### config.mk
export PLATFORM = sky130hd
export DESIGN_NAME = sfx_voice_mixer
export DESIGN_NICKNAME = d
export VERILOG_FILES = /design/src/rtl/sfx_pkg.sv /design/src/rtl/sfx_voice_ctrl.sv /design/src/rtl/sfx_voice_mixer.sv
export SDC_FILE = /design/constraint.sdc
export NUM_CORES = 1
export LEC_CHECK = 0
export ABC_AREA = 1
export BUFFER_PORTS_ARGS = -buffer_cell sky130_fd_sc_hd__buf_4
export CORE_AREA = 2 2 164 166
export DETAILED_ROUTE_END_ITERATION = 6
export DIE_AREA = 0 0 166 168
export GPL_ROUTABILITY_DRIVEN = 1
export SLEW_MARGIN = 20
export SYNTH_ARGS = -nofsm -noshare
export SYNTH_HDL_FRONTEND = slang
export SYNTH_SLANG_ARGS = --single-unit
### constraint.sdc
create_clock -name clk -period 3.9 [get_ports clk]
set_input_delay 0.195 -clock clk [delete_from_list [all_inputs] [get_ports clk]]
set_output_delay 0.195 -clock clk [all_outputs]
set_load 0.02 [all_outputs]
### src/rtl/sfx_pkg.sv
// Shared types and helpers for the sound-effect voice mixer.
package sfx_pkg;

   typedef enum logic [2:0] {
      IDLE,
      WAIT,
      ACCUM,
      OUTPUT,
      ADVANCE
   } state_t;

   localparam int ATTEN_W = 4;

   // Accumulator width: one sample plus headroom for N voices plus a guard bit.
   function automatic int acc_width(input int n, input int sample_w);
      return sample_w + $clog2(n) + 1;
   endfunction

   // Clamp a wide signed value into the signed range of sample_w bits.
   function automatic logic signed [63:0] sat_sample(input logic signed [63:0] acc,
                                                     input int sample_w);
      logic signed [63:0] hi;
      logic signed [63:0] lo;
      hi = (64'sd1 <<< (sample_w - 1)) - 64'sd1;
      lo = -(64'sd1 <<< (sample_w - 1));
      if (acc > hi)
         return hi;
      else if (acc < lo)
         return lo;
      else
         return acc;
   endfunction

endpackage

### src/rtl/sfx_voice_ctrl.sv
// Per-voice playback control: pending trigger/stop latches, active flag and
// ROM address counter. State only moves in the ADVANCE slot so a sample read
// in progress always sees a stable address.
module sfx_voice_ctrl
   import sfx_pkg::*;
#(
   parameter int ADDR_W = 16
) (
   input  logic              clk,
   input  logic              reset,
   input  logic              trig,
   input  logic              stop,
   input  logic              loop,
   input  logic [ADDR_W-1:0] len,
   input  logic              advance,
   output logic [ADDR_W-1:0] addr,
   output logic              active
);

   logic pend_trig;
   logic pend_stop;

   // Collect control pulses and apply them, plus address stepping, in ADVANCE.
   always_ff @(posedge clk or negedge reset) begin
      if (!reset) begin
         pend_trig <= 1'b0;
         pend_stop <= 1'b0;
         active    <= 1'b0;
         addr      <= '0;
      end else if (advance) begin
         // Pulses arriving in the ADVANCE cycle itself are kept for next time.
         pend_trig <= trig;
         pend_stop <= stop;
         if (pend_trig) begin
            active <= 1'b1;
            addr   <= '0;
         end else if (pend_stop) begin
            active <= 1'b0;
            addr   <= '0;
         end else if (active && addr == len) begin
            active <= loop;
            addr   <= '0;
         end else if (active) begin
            addr <= addr + 1'b1;
         end
      end else begin
         pend_trig <= pend_trig | trig;
         pend_stop <= pend_stop | stop;
      end
   end

endmodule

### src/rtl/sfx_voice_mixer.sv
// N-voice sound-effect mixer: on each codec request, reads one sample per
// voice, accumulates the attenuated active voices, saturates and presents
// one mono sample, then advances every voice's address.
module sfx_voice_mixer
   import sfx_pkg::*;
#(
   parameter int N_VOICES = 4,
   parameter int SAMPLE_W = 16,
   parameter int ADDR_W   = 16,
   parameter int ROM_LAT  = 1
) (
   input  logic                         clk,
   input  logic                         reset,
   input  logic                         sample_req,
   input  logic [N_VOICES-1:0]          voice_trig,
   input  logic [N_VOICES-1:0]          voice_stop,
   input  logic [N_VOICES-1:0]          voice_loop,
   input  logic [ATTEN_W*N_VOICES-1:0]  voice_atten,
   input  logic [ADDR_W*N_VOICES-1:0]   voice_len,
   input  logic                         mute,
   output logic [ADDR_W*N_VOICES-1:0]   rom_addr,
   input  logic [SAMPLE_W*N_VOICES-1:0] rom_data,
   output logic [SAMPLE_W-1:0]          audio_sample,
   output logic                         sample_valid,
   output logic [N_VOICES-1:0]          voice_active,
   output logic                         overrun,
   input  logic                         clr_overrun
);

   localparam int ACC_W = acc_width(N_VOICES, SAMPLE_W);
   localparam int IDX_W = (N_VOICES > 1) ? $clog2(N_VOICES) : 1;

   state_t                     state;
   logic [1:0]                 cnt;
   logic [IDX_W-1:0]           idx;
   logic signed [ACC_W-1:0]    acc;
   logic signed [ACC_W-1:0]    acc_next;
   logic signed [ACC_W-1:0]    contrib;
   logic signed [SAMPLE_W-1:0] shifted;
   logic signed [63:0]         sat_wide;
   logic                       last_voice;
   logic signed [SAMPLE_W-1:0] voice_data [N_VOICES];
   logic [ATTEN_W-1:0]         atten      [N_VOICES];

   for (genvar v = 0; v < N_VOICES; v++) begin : g_voice
      assign voice_data[v] = rom_data[v*SAMPLE_W +: SAMPLE_W];
      assign atten[v]      = voice_atten[v*ATTEN_W +: ATTEN_W];

      sfx_voice_ctrl #(
         .ADDR_W(ADDR_W)
      ) u_ctrl (
         .clk     (clk),
         .reset   (reset),
         .trig    (voice_trig[v]),
         .stop    (voice_stop[v]),
         .loop    (voice_loop[v]),
         .len     (voice_len[v*ADDR_W +: ADDR_W]),
         .advance (state == ADVANCE),
         .addr    (rom_addr[v*ADDR_W +: ADDR_W]),
         .active  (voice_active[v])
      );
   end

   // Contribution of the voice selected by idx and the saturated running sum.
   always_comb begin
      shifted = voice_data[idx] >>> atten[idx];
      contrib = '0;
      if (voice_active[idx])
         contrib = {{(ACC_W-SAMPLE_W){shifted[SAMPLE_W-1]}}, shifted};
      acc_next   = acc + contrib;
      sat_wide   = sat_sample({{(64-ACC_W){acc_next[ACC_W-1]}}, acc_next}, SAMPLE_W);
      last_voice = (idx == IDX_W'(N_VOICES - 1));
   end

   // Sequencer: wait for ROM data, accumulate one voice per cycle, publish, advance.
   always_ff @(posedge clk or negedge reset) begin
      if (!reset) begin
         state        <= IDLE;
         cnt          <= '0;
         idx          <= '0;
         acc          <= '0;
         audio_sample <= '0;
         sample_valid <= 1'b0;
         overrun      <= 1'b0;
      end else begin
         sample_valid <= 1'b0;
         if (sample_req && state != IDLE)
            overrun <= 1'b1;
         else if (clr_overrun)
            overrun <= 1'b0;

         case (state)
            IDLE: begin
               if (sample_req) begin
                  state <= WAIT;
                  cnt   <= 2'(ROM_LAT - 1);
               end
            end
            WAIT: begin
               if (cnt == 2'd0) begin
                  state <= ACCUM;
                  idx   <= '0;
                  acc   <= '0;
               end else begin
                  cnt <= cnt - 2'd1;
               end
            end
            ACCUM: begin
               acc <= acc_next;
               if (last_voice) begin
                  // Output register loads on entry so it is valid throughout OUTPUT.
                  state        <= OUTPUT;
                  audio_sample <= mute ? '0 : sat_wide[SAMPLE_W-1:0];
                  sample_valid <= 1'b1;
               end else begin
                  idx <= idx + 1'b1;
               end
            end
            OUTPUT:  state <= ADVANCE;
            ADVANCE: state <= IDLE;
            default: state <= IDLE;
         endcase
      end
   end

endmodule

# [Yosys cells after proc, flatten, opt, wreduce, memory -nomap -nowiden]
# Cells that the tools add are included.
[classes] n_mux=64 bitwise_logic=9 n_reduce_logical=32 n_lt_le_gt_ge=4 shifts=1 n_eq_ne=14 n_addsub=7
[ops] op="$mux 16" n=21
[ops] op="$add 16x1->16 const B" n=4
[ops] op="$eq 16x16->1" n=4
[ops] op="$mux 19" n=2
[ops] op="$pmux 19 s2" n=1
[ops] op="$bmux 16 s2" n=1
[ops] op="$mux 1" n=25
[ops] op="$reduce_and 2->1" n=10
[ops] op="$add 19x19->19" n=1
[ops] op="$gt 19x16->1 const B" n=1
[ops] op="$lt 19x16->1 const B" n=1
[ops] op="$reduce_bool 4->1" n=4
[ops] op="$sshr 16x4->16" n=1
[ops] op="$reduce_bool 3->1" n=5
[ops] op="$pmux 3 s4" n=1
[ops] op="$ne 2x2->1 const B" n=5
[ops] op="$mux 3" n=3
[ops] op="$reduce_and 3->1" n=3
[ops] op="$bmux 4 s2" n=1
[ops] op="$mux 2" n=4
[ops] op="$mux 4" n=2
[ops] op="$or 1x1->1" n=8
[ops] op="$pmux 2 s2" n=2
[ops] op="$eq 3x2->1 const B" n=2
[ops] op="other kinds (13)" n=19
[totals] register_bits=120 inputBits=161 out_inout_bits=86

# [Longest topological paths before layout]
# Gate-level depths: netlist (run 1).
[depth] depth_word=11 ltp_mapped=31 depth_no_buf=28

# [By module]
# From an unflattened synthesis (run 1), not the netlist that was laid out.
[unflattened] hier_cells=1484 hier_area_um2=9738.1
[by_module_without_submodules] module="sfx_voice_mixer" area_per_inst_um2=4355.4 cells_each=694 instances=1
[by_module_without_submodules] module="sfx_voice_ctrl (g_voice[0].u_ctrl ...)" area_per_inst_um2=1332.5 cells_each=197 instances=3
[by_module_without_submodules] module="sfx_voice_ctrl (g_voice[1].u_ctrl)" area_per_inst_um2=1385.1 cells_each=199 instances=1

# [Worst setup path before layout (run 1)]
# No wires, ideal clock.
[synth_path] path_type="register to register" startpoint="register idx[0]" endpoint="register audio_sample[13]" path_buffers=4 stages_incl_launch_ff=29 slack_ps=622 t_arrival_ps=3155 required_time_ps=3777 path_cell_list="dfrtp_1 buf_6 inv_4 buf_6 nand2_1 nand3_1 nand2_2 inv_2 buf_4 nand2_1 nand3_1 nand3_1 nand3_1 a21oi_1 ha_1 fa_1 nand2_1 nand2_1 nand3_1 nand2_1 nand2_1 nand2_1 nand2_1 nand3_2 nand2_4 inv_4 nand3_4 buf_6 nand3_2"
[synth_via] elab_chain_cells=11 elab_cells_between_ends=19
[synth_lines] item="start, declared" line_no="sfx_voice_mixer.sv:35" rtl="logic [IDX_W-1:0] idx;"
[synth_lines] item="start signal, assigned" line_no="sfx_voice_mixer.sv:116" rtl="idx <= idx + 1'b1;"
[synth_lines] item="$not 2->3 (implied by the code)" line_no="sfx_voice_mixer.sv:66" rtl="shifted = voice_data[idx] >>> atten[idx];"
[synth_lines] item="$bmux 16 s2 or $bmux 4 s2 (tied branches)" line_no="sfx_voice_mixer.sv:66"
[synth_lines] item="$mux 16 (implied by the code) or $mux 4 (tied branches) (2 in series)" line_no="sfx_voice_mixer.sv:66"
[synth_lines] item="$sshr 16x4->16" line_no="sfx_voice_mixer.sv:66"
[synth_lines] item="$mux 19" line_no="sfx_voice_mixer.sv:68" rtl="if (voice_active[idx])"
[synth_lines] item="$add 19x19->19" line_no="sfx_voice_mixer.sv:70" rtl="acc_next = acc + contrib;"
[synth_lines] item="$lt 19x16->1" line_no="sfx_pkg.sv:28" rtl="else if (acc < lo)"
[synth_lines] item="$mux 16" line_no="sfx_pkg.sv:28"
[synth_lines] item="$mux 16" line_no="sfx_pkg.sv:26" rtl="if (acc > hi)"
[synth_lines] item="$mux 16" line_no="sfx_voice_mixer.sv:113" rtl="audio_sample <= mute ? '0 : sat_wide[SAMPLE_W-1:0];"
[synth_lines] item="end signal, assigned" line_no="sfx_voice_mixer.sv:113"
[synth_lines] item="end, declared" line_no="sfx_voice_mixer.sv:23" rtl="output logic [SAMPLE_W-1:0] audio_sample,"
# Several ways; a longest one is shown, not always the timed one. The select of a mux whose other input is x is not followed.
# A chain may end at the register's enable or synchronous reset.

# [Final worst setup path (run 1)]
[layout_path] startpoint="register idx[0]" endpoint="register audio_sample[3]"
# Same word-level chain as after synthesis.

==> out/results.ini, run 1 <==
[run_status]
status = finished, final reports clean

[floorplan]
rows = 60
die_h_um = 168
die_w_um = 166
coreArea_um2 = 26350
initial_core_util_pct = 34.22
ioPinCount = 247
die-area_um2 = 27890

[clock_tree]
clkTransAtPathRegs_ps = 60
htreeDepth = 4
clk_latency_ps = 430
clock_path_buffers = 2
cts_tree = yes
cts.sinks = 120
cts_root_buffer = clkbuf_16
numCtsBuffers = 17

[global_routing]
overflow = 0
grt_pass1_wl_um = 47180
antenna_found_initial = 0
grt_pass1_vias = 9313
grt_max_degree = 70
globalRouteTotalUtil_pct = 20.79

[power_and_ir_drop]
powerDensity_nw_per_um2 = 660.8
leakage_nw = 6.226
max-vdd-ir-drop_mv = 0.4807

[synth]
muxShareOfSynthArea_pct = 0
synth_compound_area_share_pct = 11.97
ys_seq_elements = 120
synthSimpleGateAreaFrac_pct = 36.21
synth-adder-area-share_pct = 3.552
synth_ff_type = dfrtp_1
yosysSeqAreaShare_pct = 33.30
synth_area_um2 = 9017
syn-num-nets = 1498
ys_warn_count = 0
synth_edf_count = 0
yosys.area_share.xor_xnor_pct = 5.731
async_reset_ff_share_pct = 100.0
postSynthAreaPerCell_um2 = 6.873
postSynthCellCount = 1312
ys_types = 48
synth_top_family_by_area = simple AND/OR/NAND/NOR gates

[critical_path]
crit_required_ps = 4260
startpoint = idx[0]
worstReg2RegStart = idx[0]
critPathKind = flip-flop to flip-flop
cp-start-kind = flip-flop
endpoint_kind = flip-flop
crit_arrival_ps = 3970
crit_path_max_fanout = 29

[cells_and_area]
syn_to_final_growth_pct = 33.06
nets = 1757
antenna_cells = 0
fin_util_pct = 45.54
drive_gt1_share_pct = 23.86

[route]
post_drt_wl_per_cell_um = 15.27
drc = 0
drt_iter0_markers = 637
drtAntennaViolNets = 0
vias = 9616
drt-total-wl_um = 29390
viasPerCell = 4.995
dr.pass1.iters = 7

[timing]
final.hold.worst_slack_ps = 38.06
fin_skew_ps = 14.65
maxSlewViolCount = 0
fmax_mhz = 276.6
worstMarginPinSlew_ps = 948.4
max-slew-margin-rel_pct = 36.78
hold_violations = 0
min_period_ps = 3615
min_period_over_period_pct = 92.69
setup_viol = 0

[place]
gp_congestion = 0.9028
port_buffers = 246
place_hpwl_um = 22830

[min_path]
hp-start = sample_req
hp-class = input port to flip-flop

[job]
cap_violations = 0

[critical path, stage by stage, from the launching register on]
cell     delay (ps)
dfrtp_2         460
buf_12          180
nand2_1          60
nand3_1          90
nand2_2         110
buf_4           210
nand2_1         100
nand3_1         110
nand3_1         120
nand3_1         100
a21oi_1          70
ha_2            230
fa_1            400
nand2_1          80
nand2_1          60
nand3_1          90
nand2_1         140
nand2_1         110
nand2_1          50
nand2_1          60
nand2_1         100
nor2_1          110
nand2_1         150
nand2_2         170
nand3_1         100
nand3_2          80
[power breakdown]
part           internal (mW)  switching, mW  leakage [nW]
logic                   1.62           3.09          4.34
clock network          0.973          0.649         0.294
registers               1.44          0.155          1.59
[registers in the layout, summed over array words and instances (netlist names)]
signal,flops
sample_valid,1
overrun,1
cnt,2
g_voice.u_ctrl.active,4
state,3
idx,2
g_voice.u_ctrl.addr,64
audio_sample,16
g_voice.u_ctrl.pend_stop,4
acc,19
g_voice.u_ctrl.pend_trig,4
[through the flow]
| step | power (mW) | setup TNS (ps) | instance area [um^2] | worst slack [ps] | std cells |
|---|---|---|---|---|---|
| finish | 7.930 | 0 | 12000 | 285.1 | 1925 |
| global route | 8.596 | -10.83 | 12000 | -6.734 | 1925 |
| CTS | 7.768 | 0 | 11870 | 122.3 | 1916 |
| detailed placement | 6.092 | 0 | 11170 | 140.1 | 1874 |
| global placement | 6.094 | 0 | 11170 | 181.9 | 1874 |
| floorplan | 4.829 | 0 | 9017 | 622.3 | 1312 |
[per-layer routing]
layer,track usage (%),part of all wire [%],vias to the layer above
met5,0,0,-
met4,6.616,2.6,0
met3,4.349,5.4,54
met2,35.94,49,298
met1,26.03,43,4445
li1,-,-,4819
[synthesized netlist by cell type, types with 12 or more instances]
library cell | count | share of area (%)
xnor2_1 | 19 | 1.8
o22ai_1 | 12 | 0.83
buf_2 | 19 | 1.1
nand3_1 | 141 | 7.8
inv_1 | 141 | 5.9
nand4_1 | 19 | 1.3
o21ai_0 | 63 | 3.5
nor3_1 | 26 | 1.4
nand2_1 | 342 | 14
or2_2 | 20 | 1.4
o21bai_1 | 12 | 1.0
ha_1 | 24 | 3.3
xor2_1 | 40 | 3.9
nor2_1 | 135 | 5.6
dfrtp_1 | 120 | 33
a21oi_1 | 66 | 3.7
[kinds of logic after synthesis]
kind of cell	after synthesis
AND/OR/NAND/NOR	730
buffers and inverters	194
AO/OA/AOI/OAI	184
flip-flops	120
XOR/XNOR	59
adder cells (fa/ha/maj)	25
[cells in the final DEF (no fill, tap or decap), types with 5 or more instances in the layout]
cell type,instances
nand2_1,342
buf_4,265
nand3_1,140
inv_1,139
nor2_1,134
dfrtp_1,119
a21oi_1,64
o21ai_0,63
xor2_1,40
nor3_1,26
ha_1,23
or2_2,20
nand4_1,19
xnor2_1,19
clkbuf_16,17
o21bai_1,12
o22ai_1,12
nand3_2,12
a22o_1,11
dlygate4sd3_1,10
nand2_2,8
inv_2,8
inv_6,7
o22a_1,7
nor4_1,7
and3_1,5
[path summary, 6_finish.rpt]
check	end	slack, ps	cells past startpoint
max	audio_sample[3]	290	25
min	overrun	40	3
max reg2reg	audio_sample[3]	290	25
min reg2reg	acc[15]	490	2
max in group asynchronous	g_voice[2].u_ctrl.addr[10]	2480	3
min in group asynchronous	g_voice[3].u_ctrl.addr[11]	450	2
[final cells by class]
cell class | count | area [um^2]
fill | 2704 | 14350
multi-input combinational | 1000 | 5231
sequential | 120 | 3004
timing repair buffer | 279 | 2143
inverter | 152 | 588.1
clock buffer | 18 | 439.2
tap | 341 | 426.7
clock inverter | 14 | 158.9
timing repair inverter | 1 | 7.507
[repair_timing]
item,CTS,global route
endpoints found under the hold margin,76,0
endpoints found under the setup margin,0,17
hold buffers,10,0
resized for setup,0,19
setup buffers,0,6
No activity file was read; power rests on OpenSTA's default activity.
==> run 2: changes to the inputs <==
--- a/config.mk
+++ b/config.mk
@@ -5,13 +5,11 @@
 export SDC_FILE = /design/constraint.sdc
 export NUM_CORES = 1
 export LEC_CHECK = 0
-export ABC_AREA = 1
 export BUFFER_PORTS_ARGS = -buffer_cell sky130_fd_sc_hd__buf_4
-export CORE_AREA = 2 2 164 166
+export CORE_AREA = 2 2 156 158
 export DETAILED_ROUTE_END_ITERATION = 6
-export DIE_AREA = 0 0 166 168
+export DIE_AREA = 0 0 158 160
 export GPL_ROUTABILITY_DRIVEN = 1
-export SLEW_MARGIN = 20
 export SYNTH_ARGS = -nofsm -noshare
 export SYNTH_HDL_FRONTEND = slang
 export SYNTH_SLANG_ARGS = --single-unit
==> out/results.ini, run 2 <==
[synth]
postSynthCellCount = 843
synth_area_um2 = 8128
synth_edf_count = 0
ys_warn_count = 0
syn-num-nets = 1029
yosysSeqAreaShare_pct = 36.95
yosys.area.top_type_share_pct = 36.95
postSynthAreaPerCell_um2 = 9.642
yosys.cell_count.top_type = dfrtp_1
synth_ff_type = dfrtp_1
yosys-top-cells-area = dfrtp_1, xnor2_1, mux4_2
ys_seq_elements = 120
ys_types = 68
synth_top_cells_by_count = dfrtp_1, nor2_1, xnor2_1
yosysTopAreaCell = dfrtp_1
async_reset_ff_share_pct = 100.0

[clock_tree]
clock_path_buffers = 2
htreeDepth = 4
cts.sinks = 120
clkTransAtPathRegs_ps = 60
clk_latency_ps = 420
cts_root_buffer = clkbuf_16
numCtsBuffers = 17
cts_tree = yes

[place]
port_buffers = 246
place_hpwl_um = 19640
dp_cells = 1466
place_ws_ps = -754.1
gp_congestion = 0.8851

[floorplan]
ioPinCount = 247
die_w_um = 158
rows = 57
initial_core_util_pct = 34.12
coreArea_um2 = 23820
die_h_um = 160
die-area_um2 = 25280

[timing]
hold_violations = 0
fin_skew_ps = 15.94
maxSlewViolCount = 0
min_period_ps = 4545
min_period_over_period_pct = 116.5
grt_setup_unrepaired = true
worstMarginPinSlew_ps = 878.2
fin_setup_tns_ps = -10520
setup_viol = 22
fmax_mhz = 220.0
max-slew-margin-rel_pct = 41.45
final.hold.worst_slack_ps = 75.13
setup_ws_ps = -645.0

[power_and_ir_drop]
leakage_nw = 5.548
max-vdd-ir-drop_mv = 0.4172
powerDensity_nw_per_um2 = 939.6

[critical_path]
crit_arrival_ps = 4840
cpPeakStageDelay_ps = 500
path_common_cell = a211oi_2
slowest_stage = mux4_2
critPathKind = flip-flop to flip-flop
endpoint_kind = flip-flop
crit_required_ps = 4190
crit_path_max_fanout = 7
startpoint = idx[0]
crit_chain = buf_12, buf_8, buf_6, mux4_2, mux2i_1, nor2_1, a21oi_2, nor2_1, a211oi_2, a211oi_2, ha_2, fa_2, a211oi_2, o21ai_2, and3_4, o21a_1, o311a_1, or3_4, and3_4, a221o_2
cp-start-kind = flip-flop
worstReg2RegStart = idx[0]

[global_routing]
overflow = 0
grt_max_degree = 68
globalRouteTotalUtil_pct = 20.24
antenna_found_initial = 1
grt_pass1_wl_um = 40540
grt_pass1_vias = 7705

[route]
drtAntennaViolNets = 0
drt-total-wl_um = 25980
drt_iter0_markers = 326
dr.pass1.iters = 6
viasPerCell = 5.113
post_drt_wl_per_cell_um = 17.01
vias = 7808
drc = 0

[cells_and_area]
largest_reg_flops = 64
syn_to_final_growth_pct = 48.05
top_regs = g_voice.u_ctrl.addr: 64 flops, acc: 19 flops, audio_sample: 16 flops
finalNonFillerCells = 1527
nets = 1375
drive_gt1_share_pct = 39.35
mostFrequentLayoutCells = buf_4, dfrtp_1, nor2_1, xnor2_1, nand2_1
fin_util_pct = 50.51
regMostFlops = g_voice.u_ctrl.addr
final_common_cell = buf_4

[run_status]
failed_checks = negative setup slack
status = finished with violations

[min_path]
hp-class = input port to flip-flop
hp-start = sample_req

[job]
cap_violations = 0

## run 2: through the flow
stage	total power, mW	instance area, um^2
floorplan	6.134	8177
global placement	8.951	10970
finish	11.31	12030
CTS	11.17	11960
detailed placement	8.971	10970
global route	12.08	12030
## run 2: final timing paths
check	to	slack (ps)	depth (start not counted)
min	overrun	80	3
max reg2reg	audio_sample[13]	-650	20
min in group asynchronous	g_voice[3].u_ctrl.addr[13]	430	2
max	audio_sample[13]	-650	20
min reg2reg	audio_sample[15]	490	2
max in group asynchronous	acc[0]	2630	3
## run 2: timing repair
action	CTS	global route
endpoints found under the setup margin	25	28
hold buffers	11	0
buffers inserted	14	3
endpoints found under the hold margin	76	0
gates cloned	1	0
resized for setup	34	14
pin swaps	13	5
## run 2: report_power, final
group | leakage (nW) | internal (mW) | switching (mW)
Sequential | 1.54 | 1.73 | 0.694
Clock | 0.292 | 1.02 | 0.627
Combinational | 3.72 | 3.64 | 3.59
Total | 5.55 | 6.39 | 4.91
## run 2: cells by family after synthesis
kind of cell,count (synthesis),share of synthesized area [%]
DFF,120,36.95
xor gates and xnor gates,117,12.70
AOI/OAI and AO/OA,197,16.90
muxes,54,9.806
adders and majority gates,25,3.941
and+or+nand+nor,269,16.27
buffers and inverters,61,3.433
## run 2: critical path, delay by kind of cell (launching register included)
family,cells,cell delay (ps)
DFF,1,410
adders and majority gates,2,600
AOI/OAI and AO/OA,8,1500
and+or+nand+nor,5,870
muxes,2,670
buffers and inverters,3,360
## run 2: metal layers
metal / track usage, % / vias to the layer above / wire, um / share of wire, %
met3: 4.668 / 29 / 1839 / 7.1
met1: 25.64 / 3741 / 11200 / 43
met4: 6.429 / 0 / 487 / 1.9
li1: - / 3783 / - / -
met5: 0 / - / 0 / 0
met2: 34.07 / 255 / 12450 / 48
## run 2: area by class of cell
type | count | area (um^2)
sequential | 120 | 3004
clock inverter | 14 | 187.7
timing repair buffer | 365 | 2861
multi-input combinational | 663 | 5060
clock buffer | 18 | 429.2
antenna | 1 | 2.502
tap | 324 | 405.4
fill | 2275 | 11790
inverter | 22 | 82.58
==> run 3: changes to the inputs <==
--- a/config.mk
+++ b/config.mk
@@ -6,9 +6,9 @@
 export NUM_CORES = 1
 export LEC_CHECK = 0
 export BUFFER_PORTS_ARGS = -buffer_cell sky130_fd_sc_hd__buf_4
-export CORE_AREA = 2 2 156 158
+export CORE_AREA = 2 2 146 148
 export DETAILED_ROUTE_END_ITERATION = 6
-export DIE_AREA = 0 0 158 160
+export DIE_AREA = 0 0 148 150
 export GPL_ROUTABILITY_DRIVEN = 1
 export SYNTH_ARGS = -nofsm -noshare
 export SYNTH_HDL_FRONTEND = slang
==> out/results.ini, run 3 (synthesized netlist as in run 2, its figures left out) <==
[route]
vias = 7842
post_drt_wl_per_cell_um = 18.03
viasPerCell = 5.327
dr.pass1.iters = 6
drtAntennaViolNets = 0
drc = 0
drt-total-wl_um = 26540
drt_iter0_markers = 329

[floorplan]
rows = 53
die_h_um = 150
ioPinCount = 247
coreArea_um2 = 20690
die_w_um = 148
initial_core_util_pct = 39.28
die-area_um2 = 22200

[global_routing]
overflow = 0
grt_pass1_vias = 7621
antenna_found_initial = 0
globalRouteTotalUtil_pct = 23.31
grt_max_degree = 71
grt_pass1_wl_um = 40830

[place]
place_hpwl_um = 19430
port_buffers = 246
gp_congestion = 0.8505

[timing]
maxSlewViolCount = 0
setup_ws_ps = -770.8
min_period_ps = 4671
grt_setup_unrepaired = true
max-slew-margin-rel_pct = 38.50
setup_viol = 22
fin_skew_ps = 8.146
fin_setup_tns_ps = -12990
final.hold.worst_slack_ps = 49.42
min_period_over_period_pct = 119.8
worstMarginPinSlew_ps = 922.5
hold_violations = 0
fmax_mhz = 214.1

[critical_path]
path_common_cell = buf_6
slowest_stage = mux4_2
critPathKind = flip-flop to flip-flop
cp_num_buf_inv = 5
crit_required_ps = 4190
crit_path_max_fanout = 7
startpoint = idx[0]
cp-start-kind = flip-flop
crit_chain = buf_6, buf_16, mux4_2, buf_6, mux2i_4, mux2i_4, mux2i_2, buf_4, buf_6, a211oi_4, fa_2, a211oi_4, o21ai_2, and3_4, o21a_1, o311a_1, or3_4, and3_4, a221o_2
crit_family = compound AO/OA/AOI/OAI gates
crit_arrival_ps = 4960
worstReg2RegStart = idx[0]
cpPeakStageDelay_ps = 550
endpoint_kind = flip-flop

[run_status]
status = finished with violations
failed_checks = negative setup slack

[cells_and_area]
nets = 1370
largest_reg_flops = 64
mostFrequentLayoutCells = buf_4, dfrtp_1, nor2_1, xnor2_1, nand2_1
final_common_cell = buf_4
top_regs = g_voice.u_ctrl.addr: 64 flops, acc: 19 flops, audio_sample: 16 flops
fin_util_pct = 59.02
antenna_cells = 0
syn_to_final_growth_pct = 50.23
nFillCells = 1821
regMostFlops = g_voice.u_ctrl.addr
drive_gt1_share_pct = 42.11

[clock_tree]
numCtsBuffers = 17
clk_latency_ps = 420
htreeDepth = 4
cts.sinks = 120
cts_root_buffer = clkbuf_16
cts_tree = yes
clkTransAtPathRegs_ps = 60
clock_path_buffers = 2

[min_path]
hp-start = sample_req
hp-class = input port to flip-flop

[power_and_ir_drop]
switchingPower_mw = 5.210
p_clk_share_pct = 13.0
pwr-share-seq_pct = 20.6
swShare_pct = 44.15
p_comb_share_pct = 66.4
powerDensity_nw_per_um2 = 966.4
finalPower_mw = 11.80
intPower_mw = 6.590
leakage_nw = 5.533
max-vdd-ir-drop_mv = 0.4128

[job]
cap_violations = 0

run 3: cell count changes in the layout (fill, tap and decap cells not counted), sizes merged:
cell / delta
bufinv: -2
clkbuf: +1
buf: -6
clkinvlp: +2
diode: -1
run 3: cell type report:
| type | count | area [um^2] | share of cell area (%) |
|---|---|---|---|
| clock buffers | 18 | 429.2 | 3.515 |
| clock inverters | 14 | 142.6 | 1.168 |
| flip-flops and latches | 120 | 3004 | 24.60 |
| multi-input cells | 663 | 5353 | 43.84 |
| well taps | 275 | 344.1 | 2.818 |
| repair buffers | 360 | 2855 | 23.38 |
| inverters | 22 | 82.58 | 0.6763 |
run 3: worst register-to-register path, delay by kind of cell, from the launching register on:
family                   cells  cell delay (ps)
buffers and inverters        5              670
AO/OA/AOI/OAI                6             1210
AND/OR/NAND/NOR              3              770
flip-flops                   1              410
multiplexers                 4             1090
adder cells (fa/ha/maj)      1              400
run 3: power groups by stage:
stage	registers (mW)	clock network, mW	logic (mW)
floorplan	2.66	0	3.48
global placement	2.44	0	6.31
global route	2.53	1.62	8.43
finish	2.43	1.53	7.84
CTS	2.43	1.56	6.76
detailed placement	2.43	0	6.33
run 3: path summary, 6_finish.rpt:
kind | end | slack, ps | cells after the start
max | audio_sample[13] | -770 | 19
min | overrun | 50 | 3
max reg2reg | audio_sample[13] | -770 | 19
min reg2reg | acc[18] | 500 | 2
max in group asynchronous | idx[0] | 2620 | 3
min in group asynchronous | g_voice[3].u_ctrl.addr[9] | 450 | 2
run 3: layer usage:
metal	track usage, %	share of wire (%)	vias up
met3	4.695	6.0	30
met5	0	0	-
met2	38.22	48	263
met1	31.28	44	3782
met4	6.905	1.9	0
li1	-	-	3767
run 3: metrics by stage:
step           setup slack (ps)  instances  cell area [um^2]
5_1_grt                  -892.4       1472             12210
6_report                 -770.8       1472             12210
2_1_floorplan            -568.5        843              8177
3_3_place_gp             -686.4       1406             10800
3_5_place_dp             -744.9       1406             10800
4_1_cts                  -635.8       1460             11690
run 3: timing repair:
action | CTS | global route
buffers inserted | 9 | 12
cloned | 2 | 1
endpoints found under the hold margin | 79 | 0
endpoints found under the setup margin | 24 | 29
hold buffers | 11 | 0
resized for setup | 23 | 86
pin swaps | 7 | 39
